<file path="config.mk">
export PLATFORM = sky130hd
export DESIGN_NAME = axi_rd_arb_flat
export DESIGN_NICKNAME = d
export VERILOG_FILES = /design/src/rtl/axi_rd_arb_if.sv /design/src/rtl/axi_rd_arb.sv /design/src/flat_wrapper.sv
export SDC_FILE = /design/constraint.sdc
export NUM_CORES = 1
export LEC_CHECK = 0
export CORE_AREA = 2 2 98 100
export DETAILED_ROUTE_END_ITERATION = 10
export DIE_AREA = 0 0 100 102
export MAX_ROUTING_LAYER = met4
export PLACE_DENSITY = 0.85
export SETUP_SLACK_MARGIN = 0.1
export SYNTH_ARGS = -nofsm -noshare
export SYNTH_HDL_FRONTEND = slang
export SYNTH_SLANG_ARGS = --single-unit
</file>
<file path="constraint.sdc">
create_clock -name aclk -period 5.2 [get_ports aclk]
set_input_delay 0.52 -clock aclk [delete_from_list [all_inputs] [get_ports aclk]]
set_output_delay 0.52 -clock aclk [all_outputs]
set_load 0.01 [all_outputs]
</file>
<file path="src/rtl/axi_rd_arb_if.sv">
// ---------------------------------------------------------------------------
// axi_rd_arb_if
// Bundles the refill-port side (requests and return beats) and the AXI read
// channels of axi_rd_arb into one interface.
//   master : the arbiter, which is the AXI read master and answers the ports
//   slave  : the environment, meaning the refill ports and the AXI read slave
// NPORT must match the NPORT of the axi_rd_arb instance it is connected to.
// ---------------------------------------------------------------------------
interface axi_rd_arb_if #(
  parameter int NPORT = 3
);

  // Refill-port request side; port i occupies slice i of each flat vector
  logic [NPORT-1:0]    rd_req;
  logic [3*NPORT-1:0]  rd_type;
  logic [32*NPORT-1:0] rd_addr;
  logic [NPORT-1:0]    rd_rdy;

  // Refill-port return side; data and last are broadcast to every port
  logic [NPORT-1:0]    ret_valid;
  logic                ret_last;
  logic [31:0]         ret_data;

  // AXI read address channel
  logic [3:0]          arid;
  logic [31:0]         araddr;
  logic [7:0]          arlen;
  logic [2:0]          arsize;
  logic [1:0]          arburst;
  logic [1:0]          arlock;
  logic [3:0]          arcache;
  logic [2:0]          arprot;
  logic                arvalid;
  logic                arready;

  // AXI read data channel
  logic [3:0]          rid;
  logic [31:0]         rdata;
  logic [1:0]          rresp;
  logic                rlast;
  logic                rvalid;
  logic                rready;

  modport master (
    input  rd_req, rd_type, rd_addr,
    output rd_rdy, ret_valid, ret_last, ret_data,
    output arid, araddr, arlen, arsize, arburst, arlock, arcache, arprot,
    output arvalid,
    input  arready,
    input  rid, rdata, rresp, rlast, rvalid,
    output rready
  );

  modport slave (
    output rd_req, rd_type, rd_addr,
    input  rd_rdy, ret_valid, ret_last, ret_data,
    input  arid, araddr, arlen, arsize, arburst, arlock, arcache, arprot,
    input  arvalid,
    output arready,
    output rid, rdata, rresp, rlast, rvalid,
    input  rready
  );

endinterface

</file>
<file path="src/rtl/axi_rd_arb.sv">
// ---------------------------------------------------------------------------
// axi_rd_arb
// Merges NPORT cache-style refill ports onto a single AXI read channel.
// Each port may have one read outstanding. Requests are tagged with
// arid = port index, so returns for different ports may interleave and are
// steered back by rid alone.
//
// Configuration macro:
//   AXI_RD_ARB_RR_EN  defined   -> round-robin arbitration with a pointer
//                     undefined -> fixed priority, lowest index wins
// ---------------------------------------------------------------------------
module axi_rd_arb #(
  parameter int NPORT      = 3,   // 1..16
  parameter int LINE_BEATS = 4    // power of two, 2..16
) (
  input  logic            aclk,
  input  logic            areset,
  axi_rd_arb_if.master    bus,
  output logic            err
);

  // -------------------------------------------------------------------------
  // Constants and types
  // -------------------------------------------------------------------------
  localparam int          PW        = (NPORT > 1) ? $clog2(NPORT) : 1;
  localparam int          LINE_OFFS = $clog2(LINE_BEATS) + 2;
  localparam logic [31:0] LINE_MASK = ~((32'd1 << LINE_OFFS) - 32'd1);
  localparam logic [7:0]  LINE_LEN  = 8'(LINE_BEATS - 1);
  localparam logic [2:0]  TYPE_LINE = 3'b100;

  typedef enum logic {
    P_IDLE,
    P_BUSY
  } port_state_e;

  typedef enum logic {
    AR_EMPTY,
    AR_FULL
  } ar_state_e;

  // -------------------------------------------------------------------------
  // State
  // -------------------------------------------------------------------------
  port_state_e port_q [NPORT];
  port_state_e port_d [NPORT];

  ar_state_e   ar_q, ar_d;
  logic [3:0]  arid_q, arid_d;
  logic [31:0] araddr_q, araddr_d;
  logic [7:0]  arlen_q, arlen_d;
  logic [2:0]  arsize_q, arsize_d;

  logic        err_q, err_d;

  // -------------------------------------------------------------------------
  // Per-port decode of the return channel
  // -------------------------------------------------------------------------
  logic [NPORT-1:0] busy;      // port has a read outstanding
  logic [NPORT-1:0] hit;       // current beat belongs to a busy port
  logic [NPORT-1:0] done;      // current beat is the last one of that port
  logic [NPORT-1:0] eligible;  // port may be granted this cycle
  logic [NPORT-1:0] grant;     // one-hot or zero
  logic             grant_any;
  logic [PW-1:0]    win;       // index of the granted port

  for (genvar gi = 0; gi < NPORT; gi++) begin : g_port
    assign busy[gi] = (port_q[gi] == P_BUSY);
    assign hit[gi]  = bus.rvalid & (bus.rid == 4'(gi)) & busy[gi];
    assign done[gi] = hit[gi] & bus.rlast;
  end

  // A port can only be granted while idle and while the single AR holding
  // register has room. Nothing here looks at an AXI input, so rd_rdy never
  // depends combinationally on arready or the R channel.
  assign eligible = bus.rd_req & ~busy & {NPORT{ar_q == AR_EMPTY}};

  // -------------------------------------------------------------------------
  // Arbitration
  // -------------------------------------------------------------------------
`ifdef AXI_RD_ARB_RR_EN
  logic [PW-1:0] ptr_q, ptr_d;

  // Round-robin: search from the pointer upwards, then wrap to index 0
  always_comb begin : arb_comb
    // NOTE: every variable written in a combinational block gets a default
    // first, so no path leaves it unassigned and no latch is inferred.
    grant     = '0;
    grant_any = 1'b0;
    win       = '0;
    for (int j = 0; j < NPORT; j++) begin
      if (!grant_any && eligible[j] && (j >= int'(ptr_q))) begin
        grant[j]  = 1'b1;
        grant_any = 1'b1;
        win       = PW'(j);
      end
    end
    for (int j = 0; j < NPORT; j++) begin
      if (!grant_any && eligible[j]) begin
        grant[j]  = 1'b1;
        grant_any = 1'b1;
        win       = PW'(j);
      end
    end
  end

  // Pointer moves to the slot after the winner on every grant
  always_comb begin : ptr_comb
    ptr_d = ptr_q;
    if (grant_any) begin
      if (int'(win) == NPORT - 1) begin
        ptr_d = '0;
      end else begin
        ptr_d = win + 1'b1;
      end
    end
  end

  // Round-robin pointer register
  always_ff @(posedge aclk or posedge areset) begin : ptr_ff
    if (areset) begin
      ptr_q <= '0;
    end else begin
      ptr_q <= ptr_d;
    end
  end
`else
  // Fixed priority: the lowest eligible index wins
  always_comb begin : arb_comb
    grant     = '0;
    grant_any = 1'b0;
    win       = '0;
    for (int j = 0; j < NPORT; j++) begin
      if (!grant_any && eligible[j]) begin
        grant[j]  = 1'b1;
        grant_any = 1'b1;
        win       = PW'(j);
      end
    end
  end
`endif

  // -------------------------------------------------------------------------
  // Winner's request fields
  // -------------------------------------------------------------------------
  logic [2:0]  sel_type;
  logic [31:0] sel_addr;

  // Select type and address of the granted port (don't-care when no grant)
  always_comb begin : sel_comb
    sel_type = '0;
    sel_addr = '0;
    for (int j = 0; j < NPORT; j++) begin
      if (grant[j]) begin
        sel_type = bus.rd_type[3*j +: 3];
        sel_addr = bus.rd_addr[32*j +: 32];
      end
    end
  end

  // -------------------------------------------------------------------------
  // Per-port FSMs
  // -------------------------------------------------------------------------
  // Next state of each port: busy from grant until its own rlast. A port
  // that sees rlast is still busy in that cycle, so it cannot be re-granted
  // until the following cycle.
  always_comb begin : port_comb
    for (int j = 0; j < NPORT; j++) begin
      port_d[j] = port_q[j];
      unique case (port_q[j])
        P_IDLE: if (grant[j]) port_d[j] = P_BUSY;
        P_BUSY: if (done[j])  port_d[j] = P_IDLE;
        default:              port_d[j] = P_IDLE;
      endcase
    end
  end

  // Port state registers
  always_ff @(posedge aclk or posedge areset) begin : port_ff
    if (areset) begin
      for (int j = 0; j < NPORT; j++) begin
        port_q[j] <= P_IDLE;
      end
    end else begin
      for (int j = 0; j < NPORT; j++) begin
        port_q[j] <= port_d[j];
      end
    end
  end

  // -------------------------------------------------------------------------
  // AR holding register
  // -------------------------------------------------------------------------
  // Load on grant, drain on handshake. The fields are written only on a
  // grant, so they hold steady for as long as arvalid waits on arready.
  always_comb begin : ar_comb
    ar_d     = ar_q;
    arid_d   = arid_q;
    araddr_d = araddr_q;
    arlen_d  = arlen_q;
    arsize_d = arsize_q;
    unique case (ar_q)
      AR_EMPTY: begin
        if (grant_any) begin
          ar_d   = AR_FULL;
          arid_d = 4'(win);
          if (sel_type == TYPE_LINE) begin
            araddr_d = sel_addr & LINE_MASK;
            arlen_d  = LINE_LEN;
            arsize_d = 3'd2;
          end else begin
            araddr_d = sel_addr;
            arlen_d  = 8'd0;
            arsize_d = {1'b0, sel_type[1:0]};
          end
        end
      end
      AR_FULL: begin
        if (bus.arready) ar_d = AR_EMPTY;
      end
      default: ar_d = AR_EMPTY;
    endcase
  end

  // AR register state and payload
  always_ff @(posedge aclk or posedge areset) begin : ar_ff
    // NOTE: state uses non-blocking assignments so every register samples
    // the pre-edge values and the order of statements cannot matter.
    if (areset) begin
      ar_q     <= AR_EMPTY;
      arid_q   <= '0;
      araddr_q <= '0;
      arlen_q  <= '0;
      arsize_q <= '0;
    end else begin
      ar_q     <= ar_d;
      arid_q   <= arid_d;
      araddr_q <= araddr_d;
      arlen_q  <= arlen_d;
      arsize_q <= arsize_d;
    end
  end

  // -------------------------------------------------------------------------
  // Protocol error
  // -------------------------------------------------------------------------
  // Any valid beat that no busy port claims is an error: rid beyond NPORT or
  // aimed at an idle port. Such a beat is dropped and the flag sticks.
  always_comb begin : err_comb
    err_d = err_q | (bus.rvalid & ~(|hit));
  end

  // Sticky error register, cleared only by reset
  always_ff @(posedge aclk or posedge areset) begin : err_ff
    if (areset) begin
      err_q <= 1'b0;
    end else begin
      err_q <= err_d;
    end
  end

  // -------------------------------------------------------------------------
  // Outputs
  // -------------------------------------------------------------------------
  assign bus.rd_rdy    = grant;
  assign bus.ret_valid = hit;
  assign bus.ret_last  = bus.rlast;
  assign bus.ret_data  = bus.rdata;

  assign bus.arvalid   = (ar_q == AR_FULL);
  assign bus.arid      = arid_q;
  assign bus.araddr    = araddr_q;
  assign bus.arlen     = arlen_q;
  assign bus.arsize    = arsize_q;
  assign bus.arburst   = 2'b01;
  assign bus.arlock    = 2'b00;
  assign bus.arcache   = 4'b0000;
  assign bus.arprot    = 3'b000;

  // Every beat is accepted; rresp carries no information used here
  assign bus.rready    = 1'b1;

  assign err           = err_q;

endmodule
</file>
<file path="src/flat_wrapper.sv">
// flat-port wrapper written by rule: the top's interface ports become plain ports
module axi_rd_arb_flat 
#(
  parameter int NPORT      = 3,           
  parameter int LINE_BEATS = 4                          
)
  (aclk, areset, err, bus_rd_req, bus_rd_type, bus_rd_addr, bus_rd_rdy, bus_ret_valid, bus_ret_last, bus_ret_data, bus_arid, bus_araddr, bus_arlen, bus_arsize, bus_arburst, bus_arlock, bus_arcache, bus_arprot, bus_arvalid, bus_arready, bus_rid, bus_rdata, bus_rresp, bus_rlast, bus_rvalid, bus_rready);
  axi_rd_arb_if #(.NPORT(NPORT)) bus_i ();
  input  logic aclk;
  input  logic areset;
  output logic err;
  input wire logic [$bits(bus_i.rd_req)-1:0] bus_rd_req;
  input wire logic [$bits(bus_i.rd_type)-1:0] bus_rd_type;
  input wire logic [$bits(bus_i.rd_addr)-1:0] bus_rd_addr;
  output wire logic [$bits(bus_i.rd_rdy)-1:0] bus_rd_rdy;
  output wire logic [$bits(bus_i.ret_valid)-1:0] bus_ret_valid;
  output wire logic [$bits(bus_i.ret_last)-1:0] bus_ret_last;
  output wire logic [$bits(bus_i.ret_data)-1:0] bus_ret_data;
  output wire logic [$bits(bus_i.arid)-1:0] bus_arid;
  output wire logic [$bits(bus_i.araddr)-1:0] bus_araddr;
  output wire logic [$bits(bus_i.arlen)-1:0] bus_arlen;
  output wire logic [$bits(bus_i.arsize)-1:0] bus_arsize;
  output wire logic [$bits(bus_i.arburst)-1:0] bus_arburst;
  output wire logic [$bits(bus_i.arlock)-1:0] bus_arlock;
  output wire logic [$bits(bus_i.arcache)-1:0] bus_arcache;
  output wire logic [$bits(bus_i.arprot)-1:0] bus_arprot;
  output wire logic [$bits(bus_i.arvalid)-1:0] bus_arvalid;
  input wire logic [$bits(bus_i.arready)-1:0] bus_arready;
  input wire logic [$bits(bus_i.rid)-1:0] bus_rid;
  input wire logic [$bits(bus_i.rdata)-1:0] bus_rdata;
  input wire logic [$bits(bus_i.rresp)-1:0] bus_rresp;
  input wire logic [$bits(bus_i.rlast)-1:0] bus_rlast;
  input wire logic [$bits(bus_i.rvalid)-1:0] bus_rvalid;
  output wire logic [$bits(bus_i.rready)-1:0] bus_rready;
  assign bus_i.rd_req = bus_rd_req;
  assign bus_i.rd_type = bus_rd_type;
  assign bus_i.rd_addr = bus_rd_addr;
  assign bus_rd_rdy = bus_i.rd_rdy;
  assign bus_ret_valid = bus_i.ret_valid;
  assign bus_ret_last = bus_i.ret_last;
  assign bus_ret_data = bus_i.ret_data;
  assign bus_arid = bus_i.arid;
  assign bus_araddr = bus_i.araddr;
  assign bus_arlen = bus_i.arlen;
  assign bus_arsize = bus_i.arsize;
  assign bus_arburst = bus_i.arburst;
  assign bus_arlock = bus_i.arlock;
  assign bus_arcache = bus_i.arcache;
  assign bus_arprot = bus_i.arprot;
  assign bus_arvalid = bus_i.arvalid;
  assign bus_i.arready = bus_arready;
  assign bus_i.rid = bus_rid;
  assign bus_i.rdata = bus_rdata;
  assign bus_i.rresp = bus_rresp;
  assign bus_i.rlast = bus_rlast;
  assign bus_i.rvalid = bus_rvalid;
  assign bus_rready = bus_i.rready;
  axi_rd_arb #(.NPORT(NPORT), .LINE_BEATS(LINE_BEATS)) u_core (.aclk(aclk), .areset(areset), .bus(bus_i), .err(err));
endmodule
</file>
After elaboration in Yosys (flattened, before gate mapping)
Cells that the tools add are included.
{"block": "totals", "reg_bits": 50, "inputBits": 151, "out_inout_bits": 100}
{"block": "classes", "n_eq_ne": 3, "mux": 28, "bitwise_logic": 19, "n_reduce_logical": 7}
{"cell": "32-bit two-way mux", "count": 3}
{"cell": "1-bit two-way mux", "count": 14}
{"cell": "1-bit bitwise AND", "count": 10}
{"cell": "3-bit two-way mux", "count": 3}
{"cell": "1-bit case mux with 2 select lines", "count": 4}
{"cell": "3-bit bitwise AND", "count": 2}
{"cell": "2-bit two-way mux", "count": 3}
{"cell": "1-bit inverter", "count": 5}
{"cell": "4-bit by 1-bit equality test with 1-bit output (second input constant)", "count": 1}
{"cell": "4-bit by 2-bit equality test with 1-bit output (second input constant)", "count": 1}
{"cell": "4-bit logical NOT", "count": 1}
{"cell": "4-bit two-way mux", "count": 1}
{"cell": "3-bit equality test (second input constant)", "count": 1}
{"cell": "3-bit inverter", "count": 1}
{"cell": "3-bit OR reduction", "count": 1}
{"cell": "1-bit logical AND", "count": 2}
{"cell": "1-bit logical NOT", "count": 2}
{"cell": "2-bit AND reduction", "count": 1}
{"cell": "1-bit bitwise OR", "count": 1}

Depth between registers and ports, before layout
Gate-level depths: netlist of run 1.
{"block": "depth", "word_depth": 13, "depth_mapped": 8, "mapped_depth_nobuf": 5}

Least setup slack after synthesis of run 1
No wires, ideal clock.
{"block": "synth_timing", "path_type": "input-to-output", "from": "input port bus_rd_req[1]", "to": "output port bus_rd_rdy[1]", "t_arrival_ns": 1.324, "t_required_ns": 4.680, "path_slack_ns": 3.356, "stages": 4, "cell_sequence": "nor3b_1 > and2_4 > buf_6 > clkbuf_1"}
{"block": "synth_between", "elab_chain_len": 4}
{"item": "from (decl)", "line_no": "flat_wrapper.sv:12", "source": "input wire logic [$bits(bus_i.rd_req)-1:0] bus_rd_req;"}
{"item": "3-bit bitwise AND (2 in a row)", "line_no": "axi_rd_arb.sv:75", "source": "assign eligible = bus.rd_req & ~busy & {NPORT{ar_q == AR_EMPTY}};"}
{"item": "1-bit logical AND", "line_no": "axi_rd_arb.sv:133", "source": "if (!grant_any && eligible[j]) begin"}
{"item": "1-bit two-way mux", "line_no": "axi_rd_arb.sv:133"}
{"item": "to (decl)", "line_no": "flat_wrapper.sv:15", "source": "output wire logic [$bits(bus_i.rd_rdy)-1:0] bus_rd_rdy;"}
No other way between the ends.

Final worst setup path of run 1
{"block": "layout_timing", "from": "input port bus_rd_req[0]", "to": "output port bus_rd_rdy[0]"}
{"block": "layout_between", "elab_chain_len": 3}
{"item": "3-bit bitwise AND (2 in a row)", "line_no": "axi_rd_arb.sv:75"}
{"item": "1-bit two-way mux", "line_no": "axi_rd_arb.sv:133"}
No other way between the ends.

==> run summary, run 1 <==
The antenna cell count is 0, and the total power after layout is 1.85 mW. Setup slack on the worst reg-to-reg path comes out at 2400 ps. The final estimated routing congestion in global placement was 0.724; the clock transition at the registers of the reported paths was 80 ps. The path class of the tightest hold or removal check is reg2reg. Dividing the final minimum period by the clock period gives 58.5%.

The average instance in the mapped netlist occupies 8.32 um2. The sequential-to-total area share from yosys stat was 40.5%. The initial utilization of the core area, before any placement, comes to 28.5%. The pin count of the biggest net entering global routing was 43; the wire length of the first global-routing pass was 13.1 mm. The warning count from the yosys run was 0; the area after detailed placement was 3970 um2. The library cell used most frequently in the layout, excluding fill and tap cells, is sky130_fd_sc_hd__clkdlybuf4s50_1.

The setup clock skew after layout is 4.96 ps. The worst pin sits at a relative slew slack of 24.1%. Once detailed placement completed, the half-perimeter wirelength came to 6.38 mm. Once layout is complete, the utilization of the core stands at 44.5%.

The flow ran to the end, and the final reports show no timing, DRC or antenna violations. The area growth from synthesis to layout is 56.2%. The die covers 10200 um2. The run gives 543 as the count of placed standard cells in the final layout, fillers left out.

Summed over all layers, the routed wires come to 8.75 mm. The synthesized netlist devotes 17.6% of its cell area to compound gates. Dominant combinational cell family by area after synthesis: buffers and inverters.

The kind of cell adding the most delay to the critical path was buffers and inverters. Summed over all cells, the static leakage comes to 1.61 nW. After detailed routing, the average wire length per cell comes to 16.1 um. Maximum clock frequency: 329 MHz.

The worst-case IR drop observed on VDD is 0.145 mV. The type of the worst setup path is in2out. The quantity of I/O buffers inserted on ports was 163; the number of fillers in the final layout was 873. Summing the areas of all fa, ha and maj instances in the mapped netlist gives 0% of the synthesized area. The H-tree was split into 2 levels.

The run gives 4 as the detailed-router iteration count before antenna repair. The number of buffers and inverters on the critical path is 2. The number of setup buffers added after CTS is 0.

The number of buffers between clock root and the deepest sink is 2. The number of remaining DRC errors was 0; the shortest clock period the worst path allows after layout was 3040 ps. STA puts the critical path data arrival time at 2520 ps. The aggregate global-route resource usage is 17.0%, and the number of cells after detailed placement is 535. Hold timing on the final database bottoms out at a slack of 481 ps. After technology mapping, the gate count stands at 312. The finished cells cover 4060 um2. The synthesized netlist devotes 0% of its cell area to XOR and XNOR gates. Setup repair after global routing left no endpoint under its margin.

The tools report the number of endpoints failing setup at the final stage as 0. The post-synthesis sequential element count is 42, and the delay contributed by the slowest stage of the critical path is 770 ps. The setup slack after placement was 1860 ps. The tools report the total number of vias as 2636. For the worst-skew pair, the clock arrives at the later sink with an insertion delay of 290 ps.

Detailed-route vias per instance: 4.85. The library cells used most frequently in the layout, excluding fill and tap cells, are 163 x sky130_fd_sc_hd__clkdlybuf4s50_1, 63 x sky130_fd_sc_hd__nand2_1, 42 x sky130_fd_sc_hd__dfrtp_1, 35 x sky130_fd_sc_hd__nor2_1, 29 x sky130_fd_sc_hd__o21ai_0. The number of global-route vias before repair is 2615, and the die width is 100 um. Among the stages of the critical path, the cell type that occurs most often is sky130_fd_sc_hd__clkdlybuf4s50_1. Synthesis instantiated 32 different standard cells from the library. At the pin with the least slew margin, the transition time is 1140 ps. Row generation in the floorplan step produced 35 rows. STA classifies the critical path endpoint as a primary output.

The tools report the cell chosen for the clock root as sky130_fd_sc_hd__clkbuf_8. The number of ports placed on the die boundary was 251. The number of endpoints with negative hold slack in the final report is 0, and the multiplexer share of the synthesized area is 2.70%.

The element type at the critical path start was a primary input. Summed over all failing endpoints, the final setup total negative slack is 0 ps. Global routing finished with a remaining overflow of 0. The tools report the endpoint required time on the critical path as 4680 ps.

The largest individual stage delay along the critical path comes from the cell sky130_fd_sc_hd__nor3b_4. In this run the remaining antenna-violating nets after routing total 0. The signal on the critical path passes through clkdlybuf4s50_1 > nor3b_4 > clkdlybuf4s50_1. For the number of antenna violations at the first check in global routing, the log shows 0. The tools report the net total in the final layout as 582. Of the total synthesized cell area, the portion taken by AND, OR, NAND and NOR gates is 19.1%. Summing every instance area after synthesis gives 2600 um2. Of the cells placed in the final design, the portion with a size suffix greater than 1 is 4.63%. TritonCTS built the clock tree. The largest fanout on the critical path was 18. The logs give 0 for the number of max-slew violations in the final report and 0 for the max-cap violation count.

Clock tree synthesis found a total of 42 sinks. The die is 102 um tall. For this design, the CTS-stage hold fixing added 0 buffers. The number of buffers added by the clock tree synthesis step is 5, and the core area is 9110 um2. In the post-route analysis, the smallest setup slack over all paths is 2160 ps. The detailed router finished its first iteration with 48 violations.

The post-CTS resize count came out at 0. Power spread over the standard cell area amounts to 456 nW/um2.
cells in the mapped netlist:
library cell               count  area (um2)
sky130_fd_sc_hd__nand2_1      63         236
sky130_fd_sc_hd__buf_4        56         420
sky130_fd_sc_hd__dfrtp_1      42        1050
sky130_fd_sc_hd__nor2_1       35         131
sky130_fd_sc_hd__o21ai_0      29         145
sky130_fd_sc_hd__a31oi_1      28         175
sky130_fd_sc_hd__clkbuf_1     13        48.8
sky130_fd_sc_hd__a21o_1        7        52.6
sky130_fd_sc_hd__a222oi_1      5        50.1
sky130_fd_sc_hd__mux2_4        4        60.1
sky130_fd_sc_hd__inv_1         3        11.3
sky130_fd_sc_hd__and2_1        2        12.5
sky130_fd_sc_hd__buf_2         2        10.0
sky130_fd_sc_hd__buf_6         2        22.5
sky130_fd_sc_hd__conb_1        2        7.51
sky130_fd_sc_hd__nor3_1        2        10.0
sky130_fd_sc_hd__nor4b_1       2        17.5
sky130_fd_sc_hd__a21boi_0      1        7.51
sky130_fd_sc_hd__a221o_1       1        10.0
sky130_fd_sc_hd__a32oi_1       1        8.76
sky130_fd_sc_hd__and2_4        1        8.76
sky130_fd_sc_hd__and4_1        1        8.76
sky130_fd_sc_hd__mux2i_1       1        10.0
sky130_fd_sc_hd__nand2b_1      1        6.26
sky130_fd_sc_hd__nand2b_4      1        13.8
sky130_fd_sc_hd__nor2b_1       1        6.26
sky130_fd_sc_hd__nor3_2        1        10.0
sky130_fd_sc_hd__nor3b_1       1        7.51
sky130_fd_sc_hd__nor3b_2       1        12.5
sky130_fd_sc_hd__o22a_1        1        8.76
sky130_fd_sc_hd__or2_2         1        6.26
sky130_fd_sc_hd__or3b_1        1        8.76
registers in the layout, summed over array words and instances (netlist names):
register and flops:
u_core.bus.araddr 32, u_core.bus.arid 2, u_core.bus.arlen 1, u_core.bus.arsize 2, u_core.bus.arvalid 1, u_core.busy 3
u_core.err 1
layer usage:
metal	track usage (%)	up-vias	share of wire (%)
met5	-	-	0
met4	5.69	0	1.4
met3	5.68	8	10
met2	30.2	170	49
met1	17.7	1236	39
li1	-	1222	-
report_power, final:
group | switching (mW) | internal [mW]
registers | 0.0986 | 0.494
clock network | 0.113 | 0.107
logic | 0.478 | 0.559
area by class of cell:
class / count / area, um2 / share of cell area (%)
clock buffers: 7 / 86.3 / 2.13
clock inverters: 1 / 5.00 / 0.123
inverters: 3 / 11.3 / 0.278
multi-input cells: 213 / 1110 / 27.4
flip-flops and latches: 42 / 1050 / 25.9
well taps: 111 / 139 / 3.42
repair buffers: 166 / 1650 / 40.8
cell families (layout without fill, tap and decap cells):
kind of cell	after synthesis	in the layout
buffers and inverters	76	177
AO/OA/AOI/OAI	73	73
other	2	21
flip-flops	42	42
multiplexers	5	5
AND/OR/NAND/NOR	114	114
path summary, 6_finish.rpt:
check,from,end,depth (start not counted)
worst min register to register,u_core.bus.arsize[0]$_DFFE_PP0P_,u_core.bus.arsize[0]$_DFFE_PP0P_,1
worst max-delay path,bus_rd_req[0],bus_rd_rdy[0],3
worst max register to register,u_core.bus.arvalid$_DFF_PP0_,u_core.bus.araddr[16]$_DFFE_PP0P_,5
worst min-delay path,u_core.bus.arsize[0]$_DFFE_PP0P_,u_core.bus.arsize[0]$_DFFE_PP0P_,1
max in group asynchronous,areset,u_core.bus.araddr[30]$_DFFE_PP0P_,2
min in group asynchronous,areset,u_core.bus.araddr[9]$_DFFE_PP0P_,2
Power figures use the tool's default switching activity.
==> inputs of run 2 (changes only) <==
--- a/config.mk
+++ b/config.mk
@@ -5,11 +5,11 @@
 export SDC_FILE = /design/constraint.sdc
 export NUM_CORES = 1
 export LEC_CHECK = 0
-export CORE_AREA = 2 2 98 100
+export CORE_AREA = 2 2 97 99
 export DETAILED_ROUTE_END_ITERATION = 10
-export DIE_AREA = 0 0 100 102
+export DIE_AREA = 0 0 99 101
 export MAX_ROUTING_LAYER = met4
-export PLACE_DENSITY = 0.85
+export PLACE_DENSITY = 0.87
 export SETUP_SLACK_MARGIN = 0.1
 export SYNTH_ARGS = -nofsm -noshare
 export SYNTH_HDL_FRONTEND = slang
==> constraint.sdc (replaced) <==
create_clock -name aclk -period 2.85 [get_ports aclk]
set_input_delay 0.285 -clock aclk [delete_from_list [all_inputs] [get_ports aclk]]
set_output_delay 0.285 -clock aclk [all_outputs]
set_load 0.01 [all_outputs]
==> run summary, run 2 (synthesis gave the netlist of run 1 again) <==
The tools report the residual overflow from global routing as 0 (unchanged). The run gives 6.59 mm (+3.2%) as the placed wire-length estimate. The clock transition at the registers of the reported paths is 80 ps (about the same). The tools report the kind of end point of the critical path as a primary output. The worst-case reg-to-reg path depth was 5 (unchanged); the endpoint required time on the critical path was 2570 ps (-2110 ps).

The worst supply voltage drop on vdd was 0.295 mV (+100%). The run gives 43 (unchanged) as the pin count of the biggest net entering global routing. The data arrival at the endpoint of the critical path is 2010 ps (-510 ps). The slowest stage of the critical path is the sky130_fd_sc_hd__clkdlybuf4s50_1 cell. TritonCTS built the clock tree. The number of flip-flops in the largest register came out at 32 (unchanged).

Routed wirelength normalized by instance count: 15.6 um (-2.9%). The run finished with clean final reports. The power per standard cell area was 831 nW/um2 (+82%); the total clock sinks was 42 (unchanged). The tools report the leakage power of the design as 1.65 nW (+2.3%).

Net total in the final layout: 589 (+1.2%). The setup clock skew after layout was 5.94 ps (+0.979 ps). Routed wire length: 8.60 mm (-1.6%). The run gives 31.7% (-0.3 points) as the sequential cell fraction of total power. For hold timing, the worst endpoint is u_core.err$_DFF_PP0_. The net load switching power was 1.27 mW (+84%); the starting DRC count in detailed routing was 96 (+100%). For the quantity of hold-fixing buffers added after cts, the log shows 0 (unchanged). The detailed-route vias per instance is 4.87 (+0.23%), and the number of global-route vias before repair is 2652 (+1.4%).

Antenna cell count: 0 (unchanged). The logs give 251 (unchanged) for the number of ports placed on the die boundary and 2 (unchanged) for the number of buffers between clock root and the deepest sink. The H-tree level count was 2 (unchanged); the design internal power was 2.16 mW (+86%).

The tools report the detailed-router iteration count before antenna repair as 4 (unchanged). The logs give 0 (unchanged) for the number of remaining DRC errors and 40.0% (+16 points) for the headroom to the max-slew limit. The number of max-slew violations in the final report is 0 (unchanged).

The max-cap violation count was 0 (unchanged); the core area was 8980 um2 (-1.4%). The quantity of I/O buffers inserted on ports was 163 (unchanged). The effective utilization at floorplan is 28.9% (+0.42 points).

The critical path goes through clkdlybuf4s50_1 > nor2_1 > nand2_1 > nor4b_1 > buf_4 > clkdlybuf4s50_1. The tools report the maximum clock frequency as 436 MHz. The number of endpoints failing setup at the final stage was 0 (unchanged).

The aggregate global-route resource usage came out at 16.9% (-0.046 points). The setup path with the least slack is of type in2out. Dividing the final minimum period by the clock period gives 80.4%. The post-detailed-route count of antenna-violating nets is 0 (unchanged). In this run the worst hold path is classified as reg2reg. The startpoint identified for the worst register-to-register timing path is u_core.bus.arvalid$_DFF_PP0_.

Counting stages on the worst path, the most repeated cell is sky130_fd_sc_hd__clkdlybuf4s50_1. The number of endpoints with negative hold slack in the final report was 0 (unchanged). The fraction of power spent switching nets is 37.0% (-0.24 points), and the layout cell share with drive strength beyond 1 is 6.38% (+1.7 points). Cell count of the worst hold path: 1 (unchanged).

The run gives 35 (unchanged) as the number of rows created at floorplan. The run gives 290 ps (about the same) as the latest clock arrival within the worst-skew pair. For the number of antenna violations at the first check in global routing, the log shows 0 (unchanged). The die area was 10000 um2 (-2.0%).

The logs give 0.790 (+9.1%) for the final estimated routing congestion in global placement and 13.0 mm (-0.69%) for the wire length of the first global-routing pass. The worst setup path is launched from a primary input. In the layout the commonest cells are 163 x sky130_fd_sc_hd__clkdlybuf4s50_1, 63 x sky130_fd_sc_hd__nand2_1, 42 x sky130_fd_sc_hd__dfrtp_1, 35 x sky130_fd_sc_hd__nor2_1, 29 x sky130_fd_sc_hd__o21ai_0.

Setup TNS: 0 ps (unchanged). The die outline height was 101 um (-0.98%). Leaving out fill and tap cells, the most frequent cell in the layout is sky130_fd_sc_hd__clkdlybuf4s50_1. The largest fanout on the critical path works out to 3 (-15). The hold path startpoint was u_core.err$_DFF_PP0_. The die width was 99 um (-1.0%); the total number of vias was 2676 (+1.5%).

After layout, the minimum clock period comes to 2290 ps. Setup repair after global routing left no endpoint under its margin. Share of total power in the clock network: 11.9% (about the same). The number of cells after detailed placement was 542 (+1.3%); the delay contributed by the slowest stage of the critical path was 550 ps (-220 ps). The fraction of power consumed by combinational cells is 56.4% (+0.3 points), and the setup fix buffers added after clock tree synthesis is 0 (unchanged). The count of placed standard cells in the final layout, fillers left out is 550 (+1.3%), and the layout overhead on the synthesized area is 58.9%. The worst register-to-register path ends at u_core.bus.araddr[3]$_DFFE_PP0P_. The slack of the worst reg-to-reg path was 920 ps (-1480 ps); the post-CTS resize count was 0 (unchanged). The transition time at the pin with the least slew margin is 898 ps (-237 ps), and the number of buffers added by the clock tree synthesis step is 5 (unchanged).

The root buffer cell chosen for the clock tree is sky130_fd_sc_hd__clkbuf_8.
-- run 2: power groups by stage --
| stage | combinational, mW | clock (mW) | sequential (mW) |
|---|---|---|---|
| 6_report | 1.93 | 0.407 | 1.09 |
| 5_1_grt | 2.10 | 0.442 | 1.13 |
| 4_1_cts | 1.96 | 0.425 | 1.09 |
| 3_5_place_dp | 1.95 | 0 | 1.10 |
| 3_3_place_gp | 1.91 | 0 | 1.08 |
| 2_1_floorplan | 0.895 | 0 | 1.20 |
-- run 2: area by class of cell --
| cell class | instances | area [um2] |
|---|---|---|
| sequential | 42 | 1050 |
| clock inverter | 2 | 12.5 |
| timing repair buffer | 173 | 1720 |
| clock buffer | 6 | 82.6 |
| inverter | 3 | 11.3 |
| multi-input combinational | 213 | 1110 |
| tap | 111 | 139 |
| fill | 860 | 4850 |
-- run 2: worst max-delay path: cells and delay by family --
| family | cells | cell delay (ps) |
|---|---|---|
| simple gates | 3 | 580 |
| buf+inv | 3 | 1150 |
-- run 2: through the flow --
stage	instance area (um2)	hold slack (ps)	setup slack [ps]	utilization (%)	power, mW
2_1_floorplan	2670	381	1110	-	2.10
3_3_place_gp	4030	457	635	44.9	2.99
3_5_place_dp	4030	473	643	44.9	3.05
4_1_cts	4130	494	623	46.0	3.47
5_1_grt	4130	511	484	46.0	3.68
6_report	4130	489	558	46.0	3.43
-- run 2: worst max path at each step --
| stage | to | startpoint | slack, ps |
|---|---|---|---|
| 2_1_floorplan | u_core.bus.araddr[0]$_DFFE_PP0P_ | u_core.bus.arvalid$_DFF_PP0_ | 1110 |
| 3_3_place_gp | u_core.bus.araddr[1]$_DFFE_PP0P_ | bus_rd_req[2] | 630 |
| 3_5_place_dp | u_core.bus.araddr[3]$_DFFE_PP0P_ | bus_rd_req[2] | 640 |
| 4_1_cts | bus_ret_valid[0] | bus_rid[3] | 620 |
| 5_1_grt | bus_rd_rdy[1] | u_core.bus.arvalid$_DFF_PP0_ | 480 |
| 6_report | bus_ret_valid[0] | bus_rid[3] | 560 |
-- run 2: layer usage --
metal	vias to the layer above	global-route usage [%]	share of wire (%)	wire (um)
met2	156	29.6	49	4230
met3	25	3.88	9.1	784
met5	-	-	0	0
met1	1265	18.6	39	3360
met4	0	7.06	2.7	228
li1	1230	-	-	-
